File: config.mk
export PLATFORM = sky130hd
export DESIGN_NAME = div_unit
export DESIGN_NICKNAME = d
export VERILOG_FILES = /design/src/rtl/div_unit.sv
export SDC_FILE = /design/constraint.sdc
export NUM_CORES = 1
export LEC_CHECK = 0
export BUFFER_PORTS_ARGS = -buffer_cell sky130_fd_sc_hd__buf_2
export CORE_MARGIN = 2
export CORE_UTILIZATION = 59
export DETAILED_ROUTE_END_ITERATION = 16
export PLACE_DENSITY = 0.86
export SYNTH_ARGS = -nofsm -noshare
export SYNTH_HDL_FRONTEND = slang
export SYNTH_SLANG_ARGS = --single-unit
File: constraint.sdc
create_clock -name i_clk -period 4.7 [get_ports i_clk]
set_clock_uncertainty 0.2 [all_clocks]
set_input_delay 0.47 -clock i_clk [delete_from_list [all_inputs] [get_ports i_clk]]
set_output_delay 0.47 -clock i_clk [all_outputs]
set_load 0.05 [all_outputs]
File: src/rtl/div_unit.sv
// div_unit: multi-cycle restoring divider for MIPS div/divu.
// Returns the quotient (to LO) and remainder (to HI) 33 cycles after an accepted
// start, with a busy/done handshake used to stall mfhi/mflo.
// Ports:
//   i_clk, i_rst         clock, synchronous active-high reset
//   i_start, i_is_signed request a divide; 1 = signed (div), 0 = unsigned (divu)
//   i_flush              abort an in-flight divide, no done
//   i_dividend, i_divisor operands, sampled with an accepted start
//   o_busy, o_done       divide in progress / one-cycle result-valid pulse
//   o_quotient, o_remainder, o_div_by_zero  results, held until the next done
module div_unit #(
  parameter int unsigned WIDTH = 32
) (
  input  logic             i_clk,
  input  logic             i_rst,
  input  logic             i_start,
  input  logic             i_is_signed,
  input  logic             i_flush,
  input  logic [WIDTH-1:0] i_dividend,
  input  logic [WIDTH-1:0] i_divisor,
  output logic             o_busy,
  output logic             o_done,
  output logic [WIDTH-1:0] o_quotient,
  output logic [WIDTH-1:0] o_remainder,
  output logic             o_div_by_zero
);

  localparam int unsigned CW = 5;
  localparam logic [CW-1:0] LAST_ITER = CW'(WIDTH - 1);

  typedef enum logic [1:0] {
    S_IDLE = 2'd0,
    S_RUN  = 2'd1,
    S_FIN  = 2'd2
  } state_t;

  state_t           r_state, w_state_nxt;
  logic [CW-1:0]    r_cnt, w_cnt_nxt;
  logic             w_accept, w_iter, w_finish;

  logic [WIDTH-1:0] r_q, r_rem, r_dvs;
  logic             r_q_neg, r_rem_neg, r_dbz;
  logic             r_busy, r_done, r_dbz_out;
  logic [WIDTH-1:0] r_quo_out, r_rem_out;

  logic             w_dbz;
  logic [WIDTH-1:0] w_a_mag, w_b_mag;
  logic [WIDTH:0]   w_shift;
  logic [WIDTH+1:0] w_sub;

  // State and iteration counter
  always_ff @(posedge i_clk) begin
    if (i_rst) begin
      r_state <= S_IDLE;
      r_cnt   <= '0;
    end else begin
      r_state <= w_state_nxt;
      r_cnt   <= w_cnt_nxt;
    end
  end

  // Next state; start coinciding with flush is dropped even when idle
  always_comb begin
    w_state_nxt = r_state;
    w_cnt_nxt   = r_cnt;
    w_accept    = 1'b0;
    w_iter      = 1'b0;
    w_finish    = 1'b0;
    case (r_state)
      S_IDLE: begin
        if (i_start && !i_flush) begin
          w_state_nxt = S_RUN;
          w_cnt_nxt   = '0;
          w_accept    = 1'b1;
        end
      end
      S_RUN: begin
        if (i_flush) begin
          w_state_nxt = S_IDLE;
        end else begin
          w_iter    = 1'b1;
          w_cnt_nxt = r_cnt + CW'(1);
          if (r_cnt == LAST_ITER) w_state_nxt = S_FIN;
        end
      end
      S_FIN: begin
        w_state_nxt = S_IDLE;
        w_finish    = !i_flush;
      end
      default: w_state_nxt = S_IDLE;
    endcase
  end

  // Operand magnitudes; a zero divisor keeps the raw dividend so that the
  // iterations (every trial subtract succeeds) leave q = all ones, rem = dividend
  assign w_dbz   = (i_divisor == '0);
  assign w_a_mag = (i_is_signed && i_dividend[WIDTH-1] && !w_dbz) ? -i_dividend : i_dividend;
  assign w_b_mag = (i_is_signed && i_divisor[WIDTH-1])  ? -i_divisor  : i_divisor;

  // One restoring step: shift {rem,q} left, trial-subtract the divisor magnitude
  assign w_shift = {r_rem, r_q[WIDTH-1]};
  assign w_sub   = {1'b0, w_shift} - {2'b00, r_dvs};

  // Datapath and registered outputs
  always_ff @(posedge i_clk) begin
    if (i_rst) begin
      r_q       <= '0;
      r_rem     <= '0;
      r_dvs     <= '0;
      r_q_neg   <= 1'b0;
      r_rem_neg <= 1'b0;
      r_dbz     <= 1'b0;
      r_busy    <= 1'b0;
      r_done    <= 1'b0;
      r_quo_out <= '0;
      r_rem_out <= '0;
      r_dbz_out <= 1'b0;
    end else begin
      r_busy <= (w_state_nxt != S_IDLE);
      r_done <= w_finish;
      if (w_accept) begin
        r_q       <= w_a_mag;
        r_rem     <= '0;
        r_dvs     <= w_b_mag;
        r_q_neg   <= i_is_signed && (i_dividend[WIDTH-1] ^ i_divisor[WIDTH-1]) && !w_dbz;
        r_rem_neg <= i_is_signed && i_dividend[WIDTH-1] && !w_dbz;
        r_dbz     <= w_dbz;
      end else if (w_iter) begin
        // Successful subtract result is below the divisor, so it fits in WIDTH bits
        r_rem <= w_sub[WIDTH+1] ? w_shift[WIDTH-1:0] : w_sub[WIDTH-1:0];
        r_q   <= {r_q[WIDTH-2:0], ~w_sub[WIDTH+1]};
      end
      if (w_finish) begin
        r_quo_out <= r_q_neg   ? -r_q   : r_q;
        r_rem_out <= r_rem_neg ? -r_rem : r_rem;
        r_dbz_out <= r_dbz;
      end
    end
  end

  assign o_busy        = r_busy;
  assign o_done        = r_done;
  assign o_quotient    = r_quo_out;
  assign o_remainder   = r_rem_out;
  assign o_div_by_zero = r_dbz_out;

endmodule
Yosys cells after proc, flatten, opt, wreduce, memory -nomap -nowiden
Cells that the tools add are included.
{"block": "word_totals", "out_inout_bits": 67, "inputBits": 69, "elab_cells": 60, "register_bits": 173}
{"block": "op_classes", "n_eq_ne": 5, "mux": 19, "bitwise_logic": 2, "add_sub_neg": 6, "reduce_logical": 15}
{"op": "$mux W32", "n": 7}
{"op": "$neg A32 Y32", "n": 4}
{"op": "$sub A33 B32 Y34", "n": 1}
{"op": "$logic_not A32 Y1", "n": 1}
{"op": "$mux W5", "n": 2}
{"op": "$pmux W5 S2", "n": 1}
{"op": "$logic_and A1 B1 Y1", "n": 6}
{"op": "$mux W2", "n": 3}
{"op": "$reduce_bool A2 Y1", "n": 3}
{"op": "$add A5 B1 Y5 const B", "n": 1}
{"op": "$eq A5 B5 Y1 const B", "n": 1}
{"op": "$mux W1", "n": 5}
{"op": "$ne A2 B2 Y1 const B", "n": 2}
{"op": "$pmux W2 S2", "n": 1}
{"op": "$reduce_and A3 Y1", "n": 1}
{"op": "$eq A2 B1 Y1 const B", "n": 1}
{"op": "$eq A2 B2 Y1 const B", "n": 1}
{"op": "$logic_not A1 Y1", "n": 2}
{"op": "$logic_not A2 Y1", "n": 1}
{"op": "$reduce_or A2 Y1", "n": 1}
{"op": "$not A1 Y1", "n": 1}
{"op": "$xor A1 B1 Y1", "n": 1}

Logic depth before layout (Yosys ltp)
{"block": "logic_depth", "word_depth": 5, "depth_mapped": 13, "ltp_nobuf": 13}

Worst setup path after synthesis
No wires, ideal clock.
{"block": "synth_path", "path_kind": "register -> register", "startpoint": "reg r_q[2]", "endpoint": "reg r_quo_out[28], in the netlist o_quotient[28]", "t_arrival_ps": 3070, "required_time_ps": 4414, "synth_period_minus_slack_ps": 3356, "path_stages_with_launch": 11, "setup_time_ps": 86, "slack_ps": 1344, "path_buffers": 1, "path_cell_list": "dfxtp_1 > buf_6 > or4_1 > nor2_2 > nand3_1 > or4_1 > or4_1 > or4_4 > o31ai_2 > xor2_1 > a211oi_1"}
{"block": "synth_between", "elab_chain_cells": 2}
{"item": "from (decl)", "line": "41", "text": "logic [WIDTH-1:0] r_q, r_rem, r_dvs;"}
{"item": "from (signal assigned)", "line": "122", "text": "r_q <= w_a_mag;"}
{"item": "from (signal assigned)", "line": "131", "text": "r_q <= {r_q[WIDTH-2:0], ~w_sub[WIDTH+1]};"}
{"item": "$neg A32 Y32", "line": "134", "text": "r_quo_out <= r_q_neg ? -r_q : r_q;"}
{"item": "$mux W32", "line": "134"}
{"item": "to (signal assigned)", "line": "134"}
{"item": "to (decl)", "line": "44", "text": "logic [WIDTH-1:0] r_quo_out, r_rem_out;"}
No other way between the ends.
A chain may end at the register's enable or synchronous reset.

Worst setup path after layout
{"block": "layout_path", "startpoint": "reg r_dvs[21]", "endpoint": "reg r_rem[17]"}
{"block": "layout_between", "elab_chain_cells": 2}
{"item": "from (decl)", "line": "41"}
{"item": "from (signal assigned)", "line": "124", "text": "r_dvs <= w_b_mag;"}
{"item": "$sub A33 B32 Y34", "line": "102", "text": "assign w_sub = {1'b0, w_shift} - {2'b00, r_dvs};"}
{"item": "$mux W32", "line": "130", "text": "r_rem <= w_sub[WIDTH+1] ? w_shift[WIDTH-1:0] : w_sub[WIDTH-1:0];"}
{"item": "to (signal assigned)", "line": "130"}
{"item": "to (decl)", "line": "41"}
No other way between the ends.

==> impl_metrics.ini <==
[run_status]
outcome = finished clean

[cells_and_area]
drive_above_1_share_pct = 13.81
fill_cells = 1482
ff_latch_area_um2 = 3463
syn_to_final_growth_pct = 12.53
final_area_um2 = 12040
multiInputGateArea_um2 = 6720
layout.cells.non_filler = 1685
fin_nets = 1551

[pwr]
powerDensity_nw_per_um2 = 319.4
ir_worst_vdd_uv = 264.4
leakage_nw = 4.643

[sta]
rsz0062_at_grt = no
fmax_ghz = 0.2604
worst_pin_slew_ps = 1150
fin_crit_sh_pct = 81.72
fin_crit_ps = 3841
tns_ps = 0
relSlewSlack_pct = 23.23
hold_violations = 0
slew_viol_final = 0
final-setup-viol-count = 0

[grt]
first_global_vias = 9651
antenna_found_initial = 1
grt_max_degree = 104
overflow = 0
track_usage_pct = 28.06
grt_pass1_wl_mm = 45.84

[clock_tree]
hold_buffers = 0
root_buffer = clkbuf_16
path_clk_slew_ps = 70
cts.path.max_buffers = 2
cts_tree = done
worstSkewPairLatency_ps = 440
cts.htree.levels = 4
numCtsBuffers = 17
clock-sinks = 173
cts_resized = 0
cts_setup_buffers = 0

[synth]
synth-edff-count = 0
syn_area_um2 = 10700
avgSynthCellArea_um2 = 7.854
synth_ff_type = dfxtp_1
syn_nets = 1470
ys_ff_latch = 173
seq_area_frac_synth_pct = 32.37
synthDistinctLibCells = 68
yosysWarnings = 0
async_flop_share_pct = 0
synth_cells = 1362

[critical_path]
r2r_end = r_rem[17]
path_max_fanout = 28
crit_chain = inv_1, ha_1, a21o_1, a31oi_1, nand2_1, o311a_1, a311oi_1, a21oi_1, o21a_1, buf_4, mux2i_1, a211oi_1
critical_path.startpoint_type = flop
reg2reg_depth = 12
worstReg2RegStart = r_dvs[21]
worstSetupPathType = flop to flop
crit_required_ps = 4850
r2r_slack_ps = 860
cpPeakStageDelay_ps = 410
crit_slowest_cell = a31oi_1
arrival_ps = 3990
crit_path_start = r_dvs[21]
endpoint = r_rem[17]
end_kind = flop

[detailed_routing]
wl_mm = 27.56
vias_per_cell = 6.091
wire_per_inst_um = 16.36
drc = 0
antenna_left = 0
route.vias.total = 10260
drtPass1Iterations = 5
drt_iter0_drc = 820

[placed_design]
place_inst = 1653
dpl.hpwl_mm = 19.44
portBuffers = 135
gp_congestion = 0.9170
placed_cell_area_um2 = 11430

[flow_run]
cap_viol_max_count = 0

[floorplanning]
io_pins = 136
start_util_pct = 59.76
die_height_um = 138.7
rows = 49
die-area_um2 = 19230
core_area_um2 = 17900
die-width_um = 138.7

[hold_path]
whs_path_depth = 3
hold_path.class = input port to flop
## Yosys cell counts, types with 11 or more instances
master    instances  area share (%)
clkbuf_1         76             2.7
mux2i_1          22             2.1
nand3_1          22             1.0
ha_1             38             4.4
xor2_1           86             7.0
a21o_1           11            0.77
a311oi_1         32             2.6
or4_1            16             1.1
o31ai_1          27             1.9
a21oi_1          74             3.5
o21ai_0          74             3.5
nor2_1          181             6.4
xnor2_1          58             4.7
o41ai_1          12            0.98
nand2_1         150             5.3
a211oi_1         98             6.9
a31oi_1          12            0.70
inv_1            52             1.8
dfxtp_1         173              32
nor3_1           16            0.75
or3_1            13            0.76
## power by group
part / switching (W) / internal, W / leakage, nW
clock network: 0.000607 / 0.000849 / 0.289
logic: 0.000478 / 0.000325 / 2.95
registers: 0.0000684 / 0.00152 / 1.41
total: 0.00115 / 0.00269 / 4.64
## logic make-up after synthesis
group / Yosys count / synth area share (%)
flops: 173 / 32.37
mux: 22 / 2.058
fa+ha+maj: 39 / 4.632
simple gates: 462 / 19.68
buf+inv: 137 / 4.901
compound gates: 385 / 24.56
xor+xnor: 144 / 11.79
## layout by cell type (no fill, tap or decap), drive strengths merged, types with 3 or more instances in the layout
| cell type | instances |
|---|---|
| nor2 | 182 |
| dfxtp | 173 |
| nand2 | 150 |
| buf | 147 |
| a211oi | 99 |
| xor2 | 86 |
| o21ai | 75 |
| a21oi | 74 |
| xnor2 | 58 |
| inv | 55 |
| ha | 38 |
| a311oi | 32 |
| o31ai | 29 |
| nand3 | 22 |
| mux2i | 22 |
| or4 | 22 |
| clkbuf | 18 |
| nor3 | 16 |
| or3 | 13 |
| o41ai | 13 |
| a31oi | 12 |
| a21o | 11 |
| and3 | 9 |
| nor2b | 9 |
| nor4 | 9 |
| and2 | 7 |
| a2111oi | 6 |
| nand2b | 6 |
| o211ai | 6 |
| o21a | 5 |
| a21boi | 4 |
| clkinv | 4 |
| and4 | 3 |
| o221ai | 3 |
| nand4 | 3 |
| clkinvlp | 3 |
| bufinv | 3 |
## layout make-up
type | instances | share of cell area [%]
Inverter | 52 | 1.621
Tap cell | 229 | 2.380
Timing Repair Buffer | 147 | 6.382
Clock buffer | 18 | 3.648
Antenna cell | 1 | 0.02079
Multi-Input combinational cell | 1052 | 55.83
Clock inverter | 13 | 1.351
Sequential cell | 173 | 28.77
## metal layers
metal / track usage, % / up-vias / share of wire [%]
li1: - / 5065 / -
met1: 38.74 / 4711 / 46
met2: 43.93 / 418 / 44
met3: 5.283 / 69 / 7.4
met4: 10.47 / 0 / 2.4
met5: 0 / - / 0
## flip-flops by register name (all words and copies together) (netlist names)
register	count
o_quotient	32
o_remainder	32
r_dvs	32
r_q	32
r_rem	32
r_cnt	5
r_state	2
o_busy	1
o_div_by_zero	1
o_done	1
r_dbz	1
r_q_neg	1
r_rem_neg	1
## worst min-delay path by stage
stage                          startpoint         endpoint
after global placement              r_dbz    o_div_by_zero
after CTS                    i_divisor[1]         r_dvs[1]
after detailed placement  o_remainder[25]  o_remainder[25]
after floorplan                 r_dvs[31]        r_dvs[31]
after global routing         i_divisor[1]         r_dvs[1]
final                        i_divisor[1]         r_dvs[1]
## through the flow
| stage | worst slack, ps | power, W | hold slack (ps) | utilization, % |
|---|---|---|---|---|
| CTS | 968.6 | 0.003832 | 111.6 | 67.23 |
| detailed placement | 777.8 | 0.002393 | 243.5 | 63.87 |
| floorplan | 1344 | 0.002195 | 231.9 | - |
| global placement | 915.8 | 0.002364 | 240.0 | 63.87 |
| finish | 859.1 | 0.003844 | 115.4 | 67.24 |
| global route | 681.6 | 0.004000 | 134.4 | 67.24 |
## critical path: cells and delay by family (launching register included)
| family | cells | cell delay, ps |
|---|---|---|
| AOI/OAI and AO/OA | 7 | 2130 |
| adders and majority gates | 1 | 370 |
| buffers and inverters | 2 | 350 |
| DFF | 1 | 340 |
| muxes | 1 | 180 |
| and+or+nand+nor | 1 | 170 |
Note: power is estimated with default switching activity, not from simulation.
